==> src/rtl/seq_pattern_generator_pkg.sv <==
// seq_pkg: shared types and constants for the serial sequence transmitter
// and the detectors that consume its output.
//   state_e      - transmitter FSM states
//   MAX_LEN_DEF  - default maximum pattern length
//   CNT_W_DEF    - default repeat/gap counter width
//   SEQ_110      - canonical "110" pattern (length SEQ_110_LEN)
package seq_pkg;

    localparam int MAX_LEN_DEF = 8;
    localparam int CNT_W_DEF   = 8;

    localparam logic [2:0] SEQ_110     = 3'b110;
    localparam int         SEQ_110_LEN = 3;

    typedef enum logic [1:0] {
        S_IDLE = 2'd0,
        S_SEND = 2'd1,
        S_GAP  = 2'd2,
        S_DONE = 2'd3
    } state_e;

    // A pattern length is usable when it selects at least one bit and no
    // more than the register holds.
    function automatic logic len_legal(input int len, input int max_len);
        return (len >= 1) && (len <= max_len);
    endfunction

endpackage

==> src/rtl/seq_pattern_generator_if.sv <==
// seq_pattern_generator_if: control and serial output bundle of the
// pattern transmitter.
//   master - stimulus side: drives start/abort/pattern config, reads outputs
//   slave  - transmitter side
// Control: start, abort, pattern[MAX_LEN], pat_len[LEN_W],
//          repeat_cnt[CNT_W], gap_cycles[CNT_W]
// Output:  seq_out, seq_valid, pat_first, busy, done, err
interface seq_pattern_generator_if #(
    parameter int MAX_LEN = seq_pkg::MAX_LEN_DEF,
    parameter int CNT_W   = seq_pkg::CNT_W_DEF
);
    localparam int LEN_W = $clog2(MAX_LEN + 1);

    logic               start;
    logic               abort;
    logic [MAX_LEN-1:0] pattern;
    logic [LEN_W-1:0]   pat_len;
    logic [CNT_W-1:0]   repeat_cnt;
    logic [CNT_W-1:0]   gap_cycles;

    logic               seq_out;
    logic               seq_valid;
    logic               pat_first;
    logic               busy;
    logic               done;
    logic               err;

    modport master (
        output start, abort, pattern, pat_len, repeat_cnt, gap_cycles,
        input  seq_out, seq_valid, pat_first, busy, done, err
    );

    modport slave (
        input  start, abort, pattern, pat_len, repeat_cnt, gap_cycles,
        output seq_out, seq_valid, pat_first, busy, done, err
    );

endinterface

==> src/rtl/seq_pattern_shreg.sv <==
// seq_pattern_shreg: parallel-load shift register holding the pattern
// being transmitted. On load the active bits are moved up so that bit
// load_len-1 lands in the MSB; each shift moves the next bit into the MSB.
//   clk, rst  - clock, async active-high reset
//   load      - capture load_pat aligned to load_len (wins over shift)
//   shift     - shift left by one
//   load_pat  - pattern bits, active bits in [load_len-1:0]
//   load_len  - pattern length (1..MAX_LEN)
//   msb       - current bit to transmit
module seq_pattern_shreg
    import seq_pkg::*;
#(
    parameter  int MAX_LEN = MAX_LEN_DEF,
    localparam int LEN_W   = $clog2(MAX_LEN + 1)
) (
    input  logic               clk,
    input  logic               rst,
    input  logic               load,
    input  logic               shift,
    input  logic [MAX_LEN-1:0] load_pat,
    input  logic [LEN_W-1:0]   load_len,
    output logic               msb
);

    localparam logic [LEN_W-1:0] MAX_L = LEN_W'(MAX_LEN);

    logic [MAX_LEN-1:0] sh_q, sh_d;
    logic [LEN_W-1:0]   shamt;

    always_comb begin
        shamt = MAX_L - load_len;
        sh_d  = sh_q;
        if (load)
            sh_d = load_pat << shamt;
        else if (shift)
            sh_d = {sh_q[MAX_LEN-2:0], 1'b0};
    end

    always_ff @(posedge clk or posedge rst) begin
        if (rst) sh_q <= '0;
        else     sh_q <= sh_d;
    end

    assign msb = sh_q[MAX_LEN-1];

endmodule

==> src/rtl/seq_pattern_generator.sv <==
// seq_pattern_generator: bit-serial pattern transmitter. Once started it
// sends the latched pattern MSB-first, repeat_cnt times (0 = forever),
// with gap_cycles idle cycles between instances.
//   clk, rst - clock, async active-high reset
//   bus      - slave side of seq_pattern_generator_if (control in,
//              seq_out/seq_valid/pat_first/busy/done/err out)
// All outputs are flops. They describe the state the FSM was in during
// the previous cycle, which gives the one-cycle start-to-first-bit latency.
module seq_pattern_generator
    import seq_pkg::*;
#(
    parameter int MAX_LEN = MAX_LEN_DEF,
    parameter int CNT_W   = CNT_W_DEF
) (
    input  logic                    clk,
    input  logic                    rst,
    seq_pattern_generator_if.slave  bus
);

    localparam int LEN_W = $clog2(MAX_LEN + 1);

    state_e             state_q, state_d;
    logic [MAX_LEN-1:0] pat_q, pat_d;
    logic [LEN_W-1:0]   len_q, len_d;
    logic [LEN_W-1:0]   idx_q, idx_d;
    logic [CNT_W-1:0]   rep_q, rep_d;       // remaining instances, 0 = continuous
    logic [CNT_W-1:0]   gap_q, gap_d;       // latched gap length
    logic [CNT_W-1:0]   gap_cnt_q, gap_cnt_d;

    logic seq_out_q, seq_out_d;
    logic seq_valid_q, seq_valid_d;
    logic pat_first_q, pat_first_d;
    logic busy_q, busy_d;
    logic done_q, done_d;
    logic err_q, err_d;

    logic               sh_load, sh_shift, sh_msb;
    logic [MAX_LEN-1:0] sh_pat;
    logic [LEN_W-1:0]   sh_len;

    seq_pattern_shreg #(.MAX_LEN(MAX_LEN)) u_shreg (
        .clk      (clk),
        .rst      (rst),
        .load     (sh_load),
        .shift    (sh_shift),
        .load_pat (sh_pat),
        .load_len (sh_len),
        .msb      (sh_msb)
    );

    always_comb begin
        state_d     = state_q;
        pat_d       = pat_q;
        len_d       = len_q;
        idx_d       = idx_q;
        rep_d       = rep_q;
        gap_d       = gap_q;
        gap_cnt_d   = gap_cnt_q;
        seq_out_d   = 1'b0;
        seq_valid_d = 1'b0;
        pat_first_d = 1'b0;
        busy_d      = 1'b0;
        done_d      = 1'b0;
        err_d       = 1'b0;
        sh_load     = 1'b0;
        sh_shift    = 1'b0;
        sh_pat      = pat_q;
        sh_len      = len_q;

        if (bus.abort && state_q != S_IDLE) begin
            // Outputs already defaulted to 0 for the cycle after abort.
            state_d = S_IDLE;
        end else begin
            unique case (state_q)
                S_IDLE: begin
                    // abort in IDLE suppresses both start and err.
                    if (bus.start && !bus.abort) begin
                        if (len_legal(int'(bus.pat_len), MAX_LEN)) begin
                            state_d = S_SEND;
                            pat_d   = bus.pattern;
                            len_d   = bus.pat_len;
                            rep_d   = bus.repeat_cnt;
                            gap_d   = bus.gap_cycles;
                            idx_d   = bus.pat_len - 1'b1;
                            sh_load = 1'b1;
                            sh_pat  = bus.pattern;
                            sh_len  = bus.pat_len;
                        end else begin
                            err_d = 1'b1;
                        end
                    end
                end

                S_SEND: begin
                    seq_valid_d = 1'b1;
                    seq_out_d   = sh_msb;
                    pat_first_d = (idx_q == len_q - 1'b1);
                    busy_d      = 1'b1;
                    sh_shift    = 1'b1;
                    if (idx_q == '0) begin
                        // Reload now so the next instance (after a gap or
                        // back-to-back) starts from its first bit.
                        sh_load = 1'b1;
                        idx_d   = len_q - 1'b1;
                        if (rep_q == CNT_W'(1)) begin
                            rep_d   = '0;
                            state_d = S_DONE;
                        end else begin
                            if (rep_q != '0)
                                rep_d = rep_q - 1'b1;
                            if (gap_q != '0) begin
                                gap_cnt_d = gap_q;
                                state_d   = S_GAP;
                            end
                        end
                    end else begin
                        idx_d = idx_q - 1'b1;
                    end
                end

                S_GAP: begin
                    busy_d = 1'b1;
                    if (gap_cnt_q <= CNT_W'(1)) begin
                        gap_cnt_d = '0;
                        state_d   = S_SEND;
                    end else begin
                        gap_cnt_d = gap_cnt_q - 1'b1;
                    end
                end

                S_DONE: begin
                    done_d  = 1'b1;
                    state_d = S_IDLE;
                end

                default: state_d = S_IDLE;
            endcase
        end
    end

    always_ff @(posedge clk or posedge rst) begin
        if (rst) begin
            state_q     <= S_IDLE;
            pat_q       <= '0;
            len_q       <= '0;
            idx_q       <= '0;
            rep_q       <= '0;
            gap_q       <= '0;
            gap_cnt_q   <= '0;
            seq_out_q   <= 1'b0;
            seq_valid_q <= 1'b0;
            pat_first_q <= 1'b0;
            busy_q      <= 1'b0;
            done_q      <= 1'b0;
            err_q       <= 1'b0;
        end else begin
            state_q     <= state_d;
            pat_q       <= pat_d;
            len_q       <= len_d;
            idx_q       <= idx_d;
            rep_q       <= rep_d;
            gap_q       <= gap_d;
            gap_cnt_q   <= gap_cnt_d;
            seq_out_q   <= seq_out_d;
            seq_valid_q <= seq_valid_d;
            pat_first_q <= pat_first_d;
            busy_q      <= busy_d;
            done_q      <= done_d;
            err_q       <= err_d;
        end
    end

    assign bus.seq_out   = seq_out_q;
    assign bus.seq_valid = seq_valid_q;
    assign bus.pat_first = pat_first_q;
    assign bus.busy      = busy_q;
    assign bus.done      = done_q;
    assign bus.err       = err_q;

endmodule

==> src/flat_wrapper.sv <==
// flat-port wrapper written by rule: the top's interface ports become plain ports
module seq_pattern_generator_flat import seq_pkg::*;
#(
    parameter int MAX_LEN = MAX_LEN_DEF,
    parameter int CNT_W   = CNT_W_DEF
)
  (clk, rst, bus_start, bus_abort, bus_pattern, bus_pat_len, bus_repeat_cnt, bus_gap_cycles, bus_seq_out, bus_seq_valid, bus_pat_first, bus_busy, bus_done, bus_err);
  seq_pattern_generator_if #(.MAX_LEN(MAX_LEN), .CNT_W(CNT_W)) bus_i ();
  input  logic clk;
  input  logic rst;
  input wire logic [$bits(bus_i.start)-1:0] bus_start;
  input wire logic [$bits(bus_i.abort)-1:0] bus_abort;
  input wire logic [$bits(bus_i.pattern)-1:0] bus_pattern;
  input wire logic [$bits(bus_i.pat_len)-1:0] bus_pat_len;
  input wire logic [$bits(bus_i.repeat_cnt)-1:0] bus_repeat_cnt;
  input wire logic [$bits(bus_i.gap_cycles)-1:0] bus_gap_cycles;
  output wire logic [$bits(bus_i.seq_out)-1:0] bus_seq_out;
  output wire logic [$bits(bus_i.seq_valid)-1:0] bus_seq_valid;
  output wire logic [$bits(bus_i.pat_first)-1:0] bus_pat_first;
  output wire logic [$bits(bus_i.busy)-1:0] bus_busy;
  output wire logic [$bits(bus_i.done)-1:0] bus_done;
  output wire logic [$bits(bus_i.err)-1:0] bus_err;
  assign bus_i.start = bus_start;
  assign bus_i.abort = bus_abort;
  assign bus_i.pattern = bus_pattern;
  assign bus_i.pat_len = bus_pat_len;
  assign bus_i.repeat_cnt = bus_repeat_cnt;
  assign bus_i.gap_cycles = bus_gap_cycles;
  assign bus_seq_out = bus_i.seq_out;
  assign bus_seq_valid = bus_i.seq_valid;
  assign bus_pat_first = bus_i.pat_first;
  assign bus_busy = bus_i.busy;
  assign bus_done = bus_i.done;
  assign bus_err = bus_i.err;
  seq_pattern_generator #(.MAX_LEN(MAX_LEN), .CNT_W(CNT_W)) u_core (.clk(clk), .rst(rst), .bus(bus_i));
endmodule
==> config.mk <==
export PLATFORM = sky130hd
export DESIGN_NAME = seq_pattern_generator_flat
export DESIGN_NICKNAME = d
export VERILOG_FILES = /design/src/rtl/seq_pattern_generator_pkg.sv /design/src/rtl/seq_pattern_generator_if.sv /design/src/rtl/seq_pattern_shreg.sv /design/src/rtl/seq_pattern_generator.sv /design/src/flat_wrapper.sv
export SDC_FILE = /design/constraint.sdc
export NUM_CORES = 1
export LEC_CHECK = 0
export ABC_AREA = 1
export CAP_MARGIN = 20
export CORE_AREA = 2 2 59 117
export CTS_BUF_LIST = sky130_fd_sc_hd__clkbuf_4 sky130_fd_sc_hd__clkbuf_8
export CTS_CLUSTER_DIAMETER = 30
export DETAILED_ROUTE_END_ITERATION = 10
export DIE_AREA = 0 0 61 119
export PLACE_DENSITY = 0.78
export SLEW_MARGIN = 20
export SYNTH_ARGS = -nofsm -noshare
export SYNTH_HDL_FRONTEND = slang
export SYNTH_SLANG_ARGS = --single-unit
==> constraint.sdc <==
create_clock -name clk -period 2.35 [get_ports clk]
set_input_delay 0.47 -clock clk [delete_from_list [all_inputs] [get_ports clk]]
set_output_delay 0.47 -clock clk [all_outputs]
set_load 0.01 [all_outputs]
# Word-level counts from Yosys, hierarchy flattened
# Index checks and enable logic that the tools add are counted.
# word_totals
regBits	56
memories	0
mem_bits_ro	0
out_inout_bits	6
latch_bits	0
inputBits	32
ramBits	0
wordCells	111
# op_classes
add_sub_neg	6
n_mul	0
n_div	0
mux	52
n_eq_ne	16
bitwise	1
n_shift	1
magnitude_cmp	3
reduce_logical	18
# op_table
cell	count
8-bit two-way mux	15
8-bit case mux with 2 select lines	2
4-bit two-way mux	7
1-bit two-way mux	18
8-bit nonzero test	2
8-bit by 1-bit subtractor with 8-bit output (second input constant)	2
3-bit by 1-bit != test with 1-bit output (second input constant)	5
2-bit two-way mux	7
4-bit by 1-bit subtractor with 4-bit output (second input constant)	3
5-bit AND reduction	2
8-bit by 1-bit == test with 1-bit output (second input constant)	1
8-bit by 1-bit <= comparator with 1-bit output (second input constant)	1
2-bit by 1-bit != test with 1-bit output (second input constant)	4
2-bit case mux with 4 select lines	1
4-bit case mux with 2 select lines	1
4-bit AND reduction	2
2-bit nonzero test	4
8-bit by 4-bit << shifter with 8-bit output	1
6-bit AND reduction	1
2-bit == test (second input constant)	2
4-bit == test	1
4-bit by 1-bit greater-or-equal comparator with 1-bit output (second input constant)	1
4-bit <= comparator (second input constant)	1
4-bit zero test	1
10 further kinds	12

# Logic depth before layout (Yosys ltp)
# depth
depth_word	9
mapped_depth	17

# Hierarchy
# A second synthesis with hierarchy kept.
# hier_totals
cells_unflattened	479
hier_area_um2	3649.8
# modules_own_cells
module	cells_each	n_inst	area_per_inst_um2	seq_area_each_um2
seq_pattern_generator	374	1	2974.1	1201.2
seq_pattern_shreg	105	1	675.6	200.2

# Worst setup path after synthesis
# No wires, ideal clock.
# synth_path
path_type	input to register
from	input port bus_pat_len[1]
to	register u_core.u_shreg.sh_q[1]
setup_time_ns	0.073
stages	15
arrival_time_ns	1.896
path_slack_ns	0.381
n_path_buf	1
required_ns	2.277
path_cell_list	inv_1 ha_1 inv_2 nor2_2 nand2_1 nand2_2 buf_6 nand3_2 nand2_2 nand3_2 nand2_2 nand2_2 nor2_8 nand3b_2 a21oi_2
# synth_via
elab_chain_cells	9
# synth_rtl
element	line_no	rtl
start: declaration	flat_wrapper.sv:14	input wire logic [$bits(bus_i.pat_len)-1:0] bus_pat_len;
4-bit by 1-bit greater-or-equal comparator with 1-bit output or 4-bit <= comparator (tied branches)	seq_pattern_generator_pkg.sv:25	return (len >= 1) && (len <= max_len);
1-bit logical AND	seq_pattern_generator_pkg.sv:25	
4-bit two-way mux (2 in series)	--	
4-bit two-way mux	seq_pattern_generator.sv:74	unique case (state_q)
4-bit two-way mux	seq_pattern_generator.sv:70	if (bus.abort && state_q != S_IDLE) begin
4-bit subtractor	seq_pattern_shreg.sv:31	shamt = MAX_L - load_len;
8-bit by 4-bit << shifter with 8-bit output	seq_pattern_shreg.sv:34	sh_d = load_pat << shamt;
8-bit two-way mux	seq_pattern_shreg.sv:33	if (load)
end signal: assignment	seq_pattern_shreg.sv:40	if (rst) sh_q <= '0;
end signal: assignment	seq_pattern_shreg.sv:41	else sh_q <= sh_d;
end: declaration	seq_pattern_shreg.sv:27	logic [MAX_LEN-1:0] sh_q, sh_d;
# Parallel ways exist; a longest one is shown, timed or not.
# A chain may end at the register's enable or synchronous reset.

# Worst setup path in the final report
# layout_path
from	input port bus_pat_len[0]
to	register u_core.u_shreg.sh_q[5]
# The elaborated chain is that of the path after synthesis.

==> impl_metrics.tcl <==
set metrics [dict create \
    die_h_um 119 \
    layout.nets 611 \
    coreArea_sq_um 6460 \
    ir_drop_uv 747 \
    crit_top_cell "nand2_2" \
    stdcell_area_sq_um 4500 \
    path_delay_family "simple AND/OR/NAND/NOR gates" \
    yosys.area.top_type "dfrtp_1" \
    cp_slowest_cell "clkdlybuf4s50_1" \
    synthTopCellsByArea "dfrtp_1 38%, nand2_1 16%, inv_1 5.9%" \
    vias 3349 \
    setup_viol 0 \
    top_level_ports 38 \
    rsz0062_at_grt "yes" \
    period_share 0.936 \
    placed_cell_area_sq_um 4370 \
    tightest_slew_ps 877 \
    antenna_found_initial 0 \
    hold_viol_final 0 \
    yosys_warnings 0 \
    hpwl_um 6070 \
    syn_nets 542 \
    syn_area_sq_um 3670 \
    path_clk_slew_ps 100 \
    required_ps 2600 \
    crit_path_max_fanout 8 \
    synth-edff-count 0 \
    drv_slew 0 \
    syn_inst 498 \
    skew_ps 6.36 \
    cts_tree "built" \
    grt_pass1_vias 3153 \
    cts_max_level 2 \
    drtAntennaViolNets 0 \
    leakagePower_uw 0.00222 \
    power_density_nw_per_um2 1220 \
    ys_seq_area_frac 0.381 \
    syn_area_per_cell_sq_um 7.38 \
    end_kind "flip-flop" \
    grt_pass1_wl_um 13500 \
    status "finished, final reports clean" \
    cpPeakStageDelay_ps 410 \
    dr.pass1.iters 4 \
    drt_iter0_drc 170 \
    max_freq_ghz 0.455 \
    post_drt_wl_per_cell_um 12.0 \
    synth_top_area_share 0.381 \
    num_rows 42 \
    clkSinkCount 56 \
    async_reset_ff_frac 1.00 \
    insertion_delay_ps 320 \
    startpoint_type "input port" \
    drc 0 \
    worst_slack_ps 150 \
    wirelength_um 7900 \
    area_growth_pct 22.4 \
    via_per_inst 5.11 \
    overflow 0 \
    place_congestion 0.864 \
    start_util 0.568 \
    max-clock-path-buffers 2 \
    timing.max_cap.violations 0 \
    cp.arrival_ps 2450 \
    dp_slack_ps -235 \
    cp_num_buf_inv 2 \
    chipWidth_um 61 \
    ys_ff_latch 56 \
    path_cells "clkdlybuf4s50_1 -> buf_4 -> ha_1 -> nor2_1 -> nand2_1 -> nand3_4 -> nand2_1 -> nand2_2 -> nand3_4 -> nand2_2 -> nand2_2 -> nor2_8 -> nand3_2 -> a21oi_2" \
    antennaDiodeCount 0 \
    grt_usage 0.236 \
    dieArea_sq_um 7260 \
    tns_ps 0 \
    cts_root_buffer "clkbuf_8" \
    numCtsBuffers 5 \
    min_period_ps 2200 \
    maxSlewHeadroom 0.415 \
    critPathKind "in -> reg" \
    synth_ff_type "dfrtp_1" \
    min_path_type "in -> async" \
    drive_gt1_frac 0.173 \
    numPortBuffers 37 \
    grt_max_degree 28 \
    ys_types 37 \
]
==> timing repair <==
item	4_1_cts	5_1_grt
setup endpoints to repair	0	10
buffers inserted	0	1
hold buffers	0	0
gates resized for setup	0	7
==> where the power goes <==
| group | internal [uW] | leakage (uW) | switching (uW) |
|---|---|---|---|
| registers | 1410 | 0.000694 | 254 |
| logic | 1330 | 0.00147 | 1950 |
| clock network | 237 | 0.0000493 | 321 |
| total | 2970 | 0.00222 | 2530 |
==> final cells by class <==
cell class	count	area, sq um
inverter	66	248
clock buffer	7	83.8
sequential	56	1400
multi-input combinational	362	1940
clock inverter	1	8.76
fill	555	1970
tap	88	110
timing repair buffer	76	704
==> worst reg2reg max path, delay by kind of cell (launching register included) <==
kind            cells  cell delay, ps
flops               1             400
simple gates        4             450
compound gates      2             930
fa+ha+maj           1             200
buf+inv             1             120
==> layout by cell type, fill, tap and decap left out, drive strengths merged, types with 7 or more instances in the layout <==
cell / n
clkdlybuf4s50: 37
ha: 12
inv: 66
nand2: 164
nand3: 45
o21ai: 49
buf: 39
nor2: 35
xor2: 11
dfrtp: 56
a21oi: 9
clkbuf: 7
==> cells by family after synthesis <==
logic type / Yosys count / share of synthesized area
XOR/XNOR: 15 / 0.0358
adder cells (fa/ha/maj): 12 / 0.0409
AND/OR/NAND/NOR: 261 / 0.327
AO/OA/AOI/OAI: 74 / 0.119
buffers and inverters: 80 / 0.0957
flip-flops: 56 / 0.381
==> registers in the layout, summed over array words and instances (netlist names) <==
| name | flops |
|---|---|
| u_core.gap_q | 8 |
| u_core.rep_q | 8 |
| u_core.state_q | 2 |
| u_core.bus.busy | 1 |
| u_core.pat_q | 8 |
| u_core.bus.seq_valid | 1 |
| u_core.bus.err | 1 |
| u_core.u_shreg.sh_q | 8 |
| u_core.bus.pat_first | 1 |
| u_core.gap_cnt_q | 8 |
| u_core.bus.done | 1 |
| u_core.idx_q | 4 |
| u_core.bus.seq_out | 1 |
| u_core.len_q | 4 |
==> synthesized netlist by cell type (3+ instances only) <==
cell type  number
o21ai_1         7
dfrtp_1        56
nand3_2         9
o22ai_1         6
buf_6           5
o21ai_0        41
a31oi_1         5
xnor2_1         4
nand3b_1        4
nor2_1         31
a21oi_2         7
inv_1          58
nor3_1          4
ha_1           12
inv_2           8
nand2_2        11
nand3_1        35
xor2_1         11
buf_2           5
nand4_1         3
nand2_1       153
==> path summary, 6_finish.rpt <==
check	startpoint	endpoint	slack, ps	cells past startpoint
setup / recovery	bus_pat_len[0]	u_core.u_shreg.sh_q[5]$_DFFE_PP0P_	150	14
hold / removal	rst	u_core.pat_q[0]$_DFF_PP0_	510	2
setup reg to reg	u_core.idx_q[0]$_DFFE_PP0P_	u_core.gap_cnt_q[5]$_DFFE_PP0P_	170	8
hold reg to reg	u_core.pat_q[5]$_DFF_PP0_	u_core.pat_q[5]$_DFF_PP0_	520	2
max in group asynchronous	rst	u_core.gap_cnt_q[1]$_DFFE_PP0P_	1330	3
min in group clk	u_core.pat_q[5]$_DFF_PP0_	u_core.pat_q[5]$_DFF_PP0_	520	2
==> metrics by stage <==
stage | util | hold slack (ps) | cells | power, uW
global placement | 0.677 | 483 | 647 | 4830
global route | 0.696 | 558 | 656 | 6040
finish | 0.696 | 506 | 656 | 5500
detailed placement | 0.677 | 484 | 647 | 4920
floorplan | - | 439 | 498 | 3990
CTS | 0.691 | 512 | 655 | 5500
==> routing by layer <==
layer / up-vias / wire, um / part of all wire / global-route usage
met5: - / 0 / 0 / 0
met3: 10 / 290 / 0.037 / 0.0326
li1: 1726 / - / - / -
met4: 0 / 129 / 0.016 / 0.0815
met2: 77 / 3870 / 0.49 / 0.375
met1: 1536 / 3610 / 0.46 / 0.324
(Power assumes the default switching activity.)
